## src/rtl/mem_addr_gen.sv

```systemverilog
// Burst address generator: loads a base address, then steps it by STRIDE per accepted beat.
// Optional address window wrap when MAR_WRAP_EN is defined (adds win_base / win_limit inputs).
//
//   state | meaning
//   IDLE  | waiting for load / burst request
//   BURST | presenting beats, advancing on mem_ready
//   DONE  | one-cycle completion pulse, then back to IDLE
module mem_addr_gen #(
    parameter int AW     = 16,
    parameter int CW     = 4,
    parameter int STRIDE = 1
) (
    input  logic          clk,
    input  logic          reset,
    input  logic [AW-1:0] bus_in,
    input  logic          load_en,
    input  logic          burst_start,
    input  logic [CW-1:0] burst_len,
    input  logic          mem_ready,
`ifdef MAR_WRAP_EN
    input  logic [AW-1:0] win_base,
    input  logic [AW-1:0] win_limit,
`endif
    output logic [AW-1:0] addr_out,
    output logic          addr_valid,
    output logic          busy,
    output logic          done
);

    typedef enum logic [1:0] {
        IDLE  = 2'd0,
        BURST = 2'd1,
        DONE  = 2'd2
    } state_t;

    localparam logic [AW:0] LP_STRIDE = (AW+1)'(STRIDE);

    state_t        r_state;
    state_t        w_state_nxt;
    logic [AW-1:0] r_addr;
    logic [AW-1:0] w_addr_nxt;
    logic [CW-1:0] r_cnt;
    logic [CW-1:0] w_cnt_nxt;
    logic          r_valid;
    logic          r_busy;
    logic          r_done;
    logic [AW:0]   w_sum;
    logic [AW-1:0] w_step_addr;

    // One extra bit so the window compare sees a carry past 2^AW-1.
    assign w_sum = {1'b0, r_addr} + LP_STRIDE;

`ifdef MAR_WRAP_EN
    assign w_step_addr = (w_sum > {1'b0, win_limit}) ? win_base : w_sum[AW-1:0];
`else
    assign w_step_addr = w_sum[AW-1:0];
`endif

    always_comb begin
        w_state_nxt = r_state;
        w_addr_nxt  = r_addr;
        w_cnt_nxt   = r_cnt;
        case (r_state)
            IDLE: begin
                if (load_en) begin
                    w_addr_nxt = bus_in;
                end
                if (burst_start && (burst_len != '0)) begin
                    w_state_nxt = BURST;
                    w_cnt_nxt   = burst_len;
                end
            end
            BURST: begin
                if (mem_ready) begin
                    w_addr_nxt = w_step_addr;
                    w_cnt_nxt  = r_cnt - 1'b1;
                    if (r_cnt == CW'(1)) begin
                        w_state_nxt = DONE;
                    end
                end
            end
            DONE: begin
                w_state_nxt = IDLE;
            end
            default: begin
                w_state_nxt = IDLE;
            end
        endcase
    end

    always_ff @(posedge clk or posedge reset) begin
        if (reset) begin
            r_state <= IDLE;
            r_addr  <= '0;
            r_cnt   <= '0;
            r_valid <= 1'b0;
            r_busy  <= 1'b0;
            r_done  <= 1'b0;
        end else begin
            r_state <= w_state_nxt;
            r_addr  <= w_addr_nxt;
            r_cnt   <= w_cnt_nxt;
            r_valid <= (w_state_nxt == BURST);
            r_busy  <= (w_state_nxt == BURST);
            r_done  <= (w_state_nxt == DONE);
        end
    end

    assign addr_out   = r_addr;
    assign addr_valid = r_valid;
    assign busy       = r_busy;
    assign done       = r_done;

endmodule
```

## config.mk

```make
export PLATFORM = sky130hd
export DESIGN_NAME = mem_addr_gen
export DESIGN_NICKNAME = d
export VERILOG_FILES = /design/src/rtl/mem_addr_gen.sv
export SDC_FILE = /design/constraint.sdc
export NUM_CORES = 1
export LEC_CHECK = 0
export ABC_CLOCK_PERIOD_IN_PS = 2500
export CAP_MARGIN = 10
export CORE_UTILIZATION = 25
export DETAILED_ROUTE_END_ITERATION = 12
export GPL_ROUTABILITY_DRIVEN = 0
export HOLD_SLACK_MARGIN = 0.1
export MAX_ROUTING_LAYER = met4
export PLACE_DENSITY = 0.52
export SYNTH_ARGS = -nofsm -noshare
export SYNTH_HDL_FRONTEND = slang
export SYNTH_SLANG_ARGS = --single-unit
```

## constraint.sdc

```tcl
create_clock -name clk -period 2.5 [get_ports clk]
set_clock_uncertainty 0.05 [all_clocks]
set_input_delay 0.5 -clock clk [delete_from_list [all_inputs] [get_ports clk]]
set_output_delay 0.5 -clock clk [all_outputs]
set_load 0.02 [all_outputs]
```

Word-level counts from Yosys, hierarchy flattened:

Cells that the tools add are included.

* output and inout port bits: 19
* bits in registers: 24

* add/subtract/negate cells: 2
* reduce and logical (&&, ||, !) cells: 6
* multiplexer cells: 10
* eq/ne operators: 7

Operators with widths (count)
* 2-to-1 mux 16 bit: 2
* one-hot mux 16 bit (2 select lines): 1
* adder 16 x 1 -> 16 bit, second input constant: 1
* 2-to-1 mux 4 bit: 2
* one-hot mux 4 bit (2 select lines): 1
* 2-to-1 mux 2 bit: 3
* != test 2 bit, second input constant: 3
* AND reduction 3 bit: 2
* == test 2 x 1 -> 1 bit, second input constant: 2
* == test 4 x 1 -> 1 bit, second input constant: 1
* one-hot mux 2 bit (2 select lines): 1
* nonzero test 4 bit: 1
* subtractor 4 x 1 -> 4 bit, second input constant: 1
* == test 2 bit, second input constant: 1
* logical NOT 2 bit: 1
* nonzero test 2 bit: 1
* logical AND 1 bit: 1

Longest topological paths before layout:

* depth in word-level cells: 5
* depth in mapped cells: 6

Least setup slack after synthesis:

OpenSTA, ideal clock, no wires.

* path kind: reg-to-reg
* start point: reg r_addr[0], in the netlist addr_out[0]
* end point: reg r_addr[10], in the netlist addr_out[10]
* clock period less this slack: 1794 ps
* stages on the path, launching flop included: 7
* arrival time: 1607 ps
* buffers on the path: 1
* library setup time: 137 ps
* slack: 706 ps
* cell sequence: dfrtp_1 ha_1 and4_2 buf_2 nand3_1 o32ai_1 a21oi_1

* longest elaborated chain between the ends: 3

RTL lines
* start: declaration: line 40 `logic [AW-1:0] r_addr;`
* start signal: assignment: line 101 `r_addr <= w_addr_nxt;`
* adder 16 x 1 -> 16 bit: line 51 `assign w_sum = {1'b0, r_addr} + LP_STRIDE;`
* 2-to-1 mux 16 bit: line 74 `if (mem_ready) begin`
* one-hot mux 16 bit (2 select lines): line 63 `case (r_state)`

No other way between the ends. The select of a mux whose other input is x is not followed.
A chain may end at the register's enable or synchronous reset.

Worst setup path in the final report:

* start point: reg r_addr[5], in the netlist addr_out[5]
* end point: out addr_out[5]

RTL lines
* end: declaration: line 24 `output logic [AW-1:0] addr_out,`

No word-level cell between the ends.

==> flow_summary_export.csv <==
group,metric,value,unit
status,status,"complete, no violations",
synthesis,ys_types,47,
global_routing,antenna_found_initial,0,
synthesis,yosys_warnings,0,
sta,tightest_slew,0.439,ns
clock_tree,clk_pin_slew_worst_paths,0.09,ns
placement,io_buffers,43,
drt,vias,1452,
clock_tree,ctsHoldBuffers,0,
placement,place_hpwl,3020,microns
worst_setup_path,crit_fanout,11,
cells_and_area,fillers,594,
global_routing,grt_usage,14.7,%
sta,maxSlewHeadroom,70.7,%
synthesis,synth_top_cell_by_area,"dfrtp_1",
floorplanning,initial_utilization,26.6,%
cells_and_area,num-nets-final,241,
floorplanning,io_pins,44,
worst_setup_path,crit_slowest_cell,"clkdlybuf4s50_1",
cells_and_area,final_cell_mix,"clkdlybuf4s50_1, dfrtp_1, a21oi_1",
floorplanning,core,0.00564,sq mm
sta,period_share,81.7,%
floorplanning,fp-row-count,27,
synthesis,synth_edf_count,0,
global_routing,grt_start_max_net_pins,25,
drt,routed_wl,4250,microns
clock_tree,clk_latency,0.27,ns
worst_hold_path,worstHoldStart,"r_cnt[2]$_DFFE_PP0P_",
sta,rsz0062_at_grt,"false",
cells_and_area,multiInputGateArea,812,sq um
worst_setup_path,worstPathArrival,1.49,ns
clock_tree,cts_buffers,3,
worst_setup_path,critPathBufInv,1,
floorplanning,die_area,0.00631,sq mm
placement,dp_slack,0.345,ns
pwr,leakagePower,0.814,nW
sta,max_freq,489,MHz
synthesis,ys_ff_latch,24,
synthesis,syn_nets,200,
worst_setup_path,crit_start,"addr_out[5]$_DFFE_PP0P_",
drt,routedWlPerCell,15.0,microns
floorplanning,die_w,79.4,microns
pwr,ir_drop,0.521,mV
run,cap_violations,0,
synthesis,netlist_instances,172,
synthesis,syn_avg_cell_area,8.71,sq um
sta,min_period,2.04,ns
clock_tree,clockBufferDepth,2,
sta,worst_slack,0.457,ns
worst_setup_path,r2r-start,"addr_out[0]$_DFFE_PP0P_",
worst_setup_path,cp-start-kind,"register",
drt,via_per_inst,5.13,
drt,firstDrtPassIters,4,
sta,drv_slew,0,
clock_tree,cts_setup_buffers,0,
floorplanning,die_y,79.4,microns
sta,hold_viol,0,
clock_tree,cts_tree,"done",
pwr,powerDensity,1170,mW/mm^2
synthesis,ys_seq_area_share,40.1,%
clock_tree,ctsResizeCount,0,
worst_setup_path,path_cells,"clkdlybuf4s50_1",
clock_tree,cts-root-buf,"clkbuf_8",
synthesis,synth_top_area_share,40.1,%
drt,drcViolationCount,0,
worst_setup_path,cp.required,1.95,ns
clock_tree,htreeDepth,1,
global_routing,grt_pass1_wl,7040,microns
synthesis,synth_flop_cell,"dfrtp_1",
cells_and_area,syn_to_final_growth,36.5,%
drt,antenna_left,0,
synthesis,synth.area.top_cells,"dfrtp_1, a21oi_1, nand2_1",
drt,drt_iter0_markers,52,
cells_and_area,drive_gt1_share,7.58,%
global_routing,grt_pass1_vias,1409,
sta,setup_violations,0,
global_routing,grt.overflow.total,0,
cells_and_area,insertedDiodeCount,0,
worst_setup_path,critPathCaptureType,"output pin",
worst_setup_path,critPathKind,"reg2out",
synthesis,synth_area,0.00150,sq mm
clock_tree,cts_num_sinks,24,
cells_and_area,regArea,601,sq um
sta,setup_tns,0,ns
worst_hold_path,hp-class,"reg2reg",
worst_setup_path,slowest_delay,0.68,ns
worst_setup_path,cp_top_family,"buffers and inverters",
cells_and_area,final_common_cell,"clkdlybuf4s50_1",
synthesis,synth_async_sr_flop_share,100,%
per-layer routing:
| metal | wire, microns | vias up | global-route usage [%] |
|---|---|---|---|
| met2 | 1930 | 33 | 22.2 |
| li1 | - | 726 | - |
| met4 | 34 | 0 | 3.45 |
| met1 | 2120 | 691 | 20.2 |
| met5 | 0 | - | - |
| met3 | 154 | 2 | 2.74 |
state kept, by name (all words and copies together), names as in the netlist:
register / count
addr_out: 16
done: 1
r_cnt: 4
busy: 1
r_state: 2
cells by family (layout without fill, tap and decap cells):
family / Yosys count / in the layout / synth area share (%)
AO/OA/AOI/OAI: 56 / 56 / 24.7
adder cells (fa/ha/maj): 3 / 3 / 2.50
buffers and inverters: 20 / 59 / 5.93
flip-flops: 24 / 24 / 40.1
multiplexers: 3 / 3 / 2.00
AND/OR/NAND/NOR: 66 / 66 / 24.8
report_power, final:
| group | total (mW) | internal (mW) | switching [mW] |
|---|---|---|---|
| logic | 1.34 | 0.632 | 0.706 |
| registers | 0.817 | 0.560 | 0.257 |
| clock network | 0.239 | 0.108 | 0.131 |
Yosys cell counts (all sizes together), types with 2 or more instances:
master / count
o21ai: 8
nor3: 2
nand2: 14
buf: 7
nor4: 2
a21oi: 19
a2bb2oi: 5
or3: 2
nor4b: 2
and4: 2
o32ai: 2
dfrtp: 24
nand3b: 2
o22ai: 4
and3: 2
nor2: 12
mux2i: 3
nand4: 6
nand2b: 3
ha: 3
a31oi: 3
inv: 7
nand3: 10
clkbuf: 6
a221oi: 2
or4: 3
metrics by stage:
stage | cell area (sq um) | power (mW) | hold slack (ns) | utilization [%] | instances
floorplan | 1500 | 1.64 | 0.442 | - | 172
global placement | 2000 | 2.17 | 0.495 | 35.5 | 280
detailed placement | 2000 | 2.17 | 0.490 | 35.5 | 280
CTS | 2050 | 2.42 | 0.518 | 36.3 | 283
global route | 2050 | 2.60 | 0.555 | 36.3 | 283
finish | 2050 | 2.39 | 0.524 | 36.3 | 283
final cells by class:
type / count / area share [%]
multi-input cells: 128 / 39.7
flip-flops and latches: 24 / 29.4
repair buffers: 49 / 23.2
well taps: 72 / 4.40
clock buffers: 3 / 2.02
inverters: 7 / 1.28
final timing paths:
check | endpoint | slack [ns] | depth (start not counted)
max | addr_out[5] | 0.46 | 1
min | r_cnt[2]$_DFFE_PP0P_ | 0.52 | 1
max reg2reg | addr_out[10]$_DFFE_PP0P_ | 0.65 | 5
min reg2reg | r_cnt[2]$_DFFE_PP0P_ | 0.52 | 1
max in group asynchronous | r_cnt[2]$_DFFE_PP0P_ | 1.62 | 3
min in group asynchronous | addr_out[1]$_DFFE_PP0P_ | 0.53 | 3
Note: power is estimated with default switching activity, not from simulation.
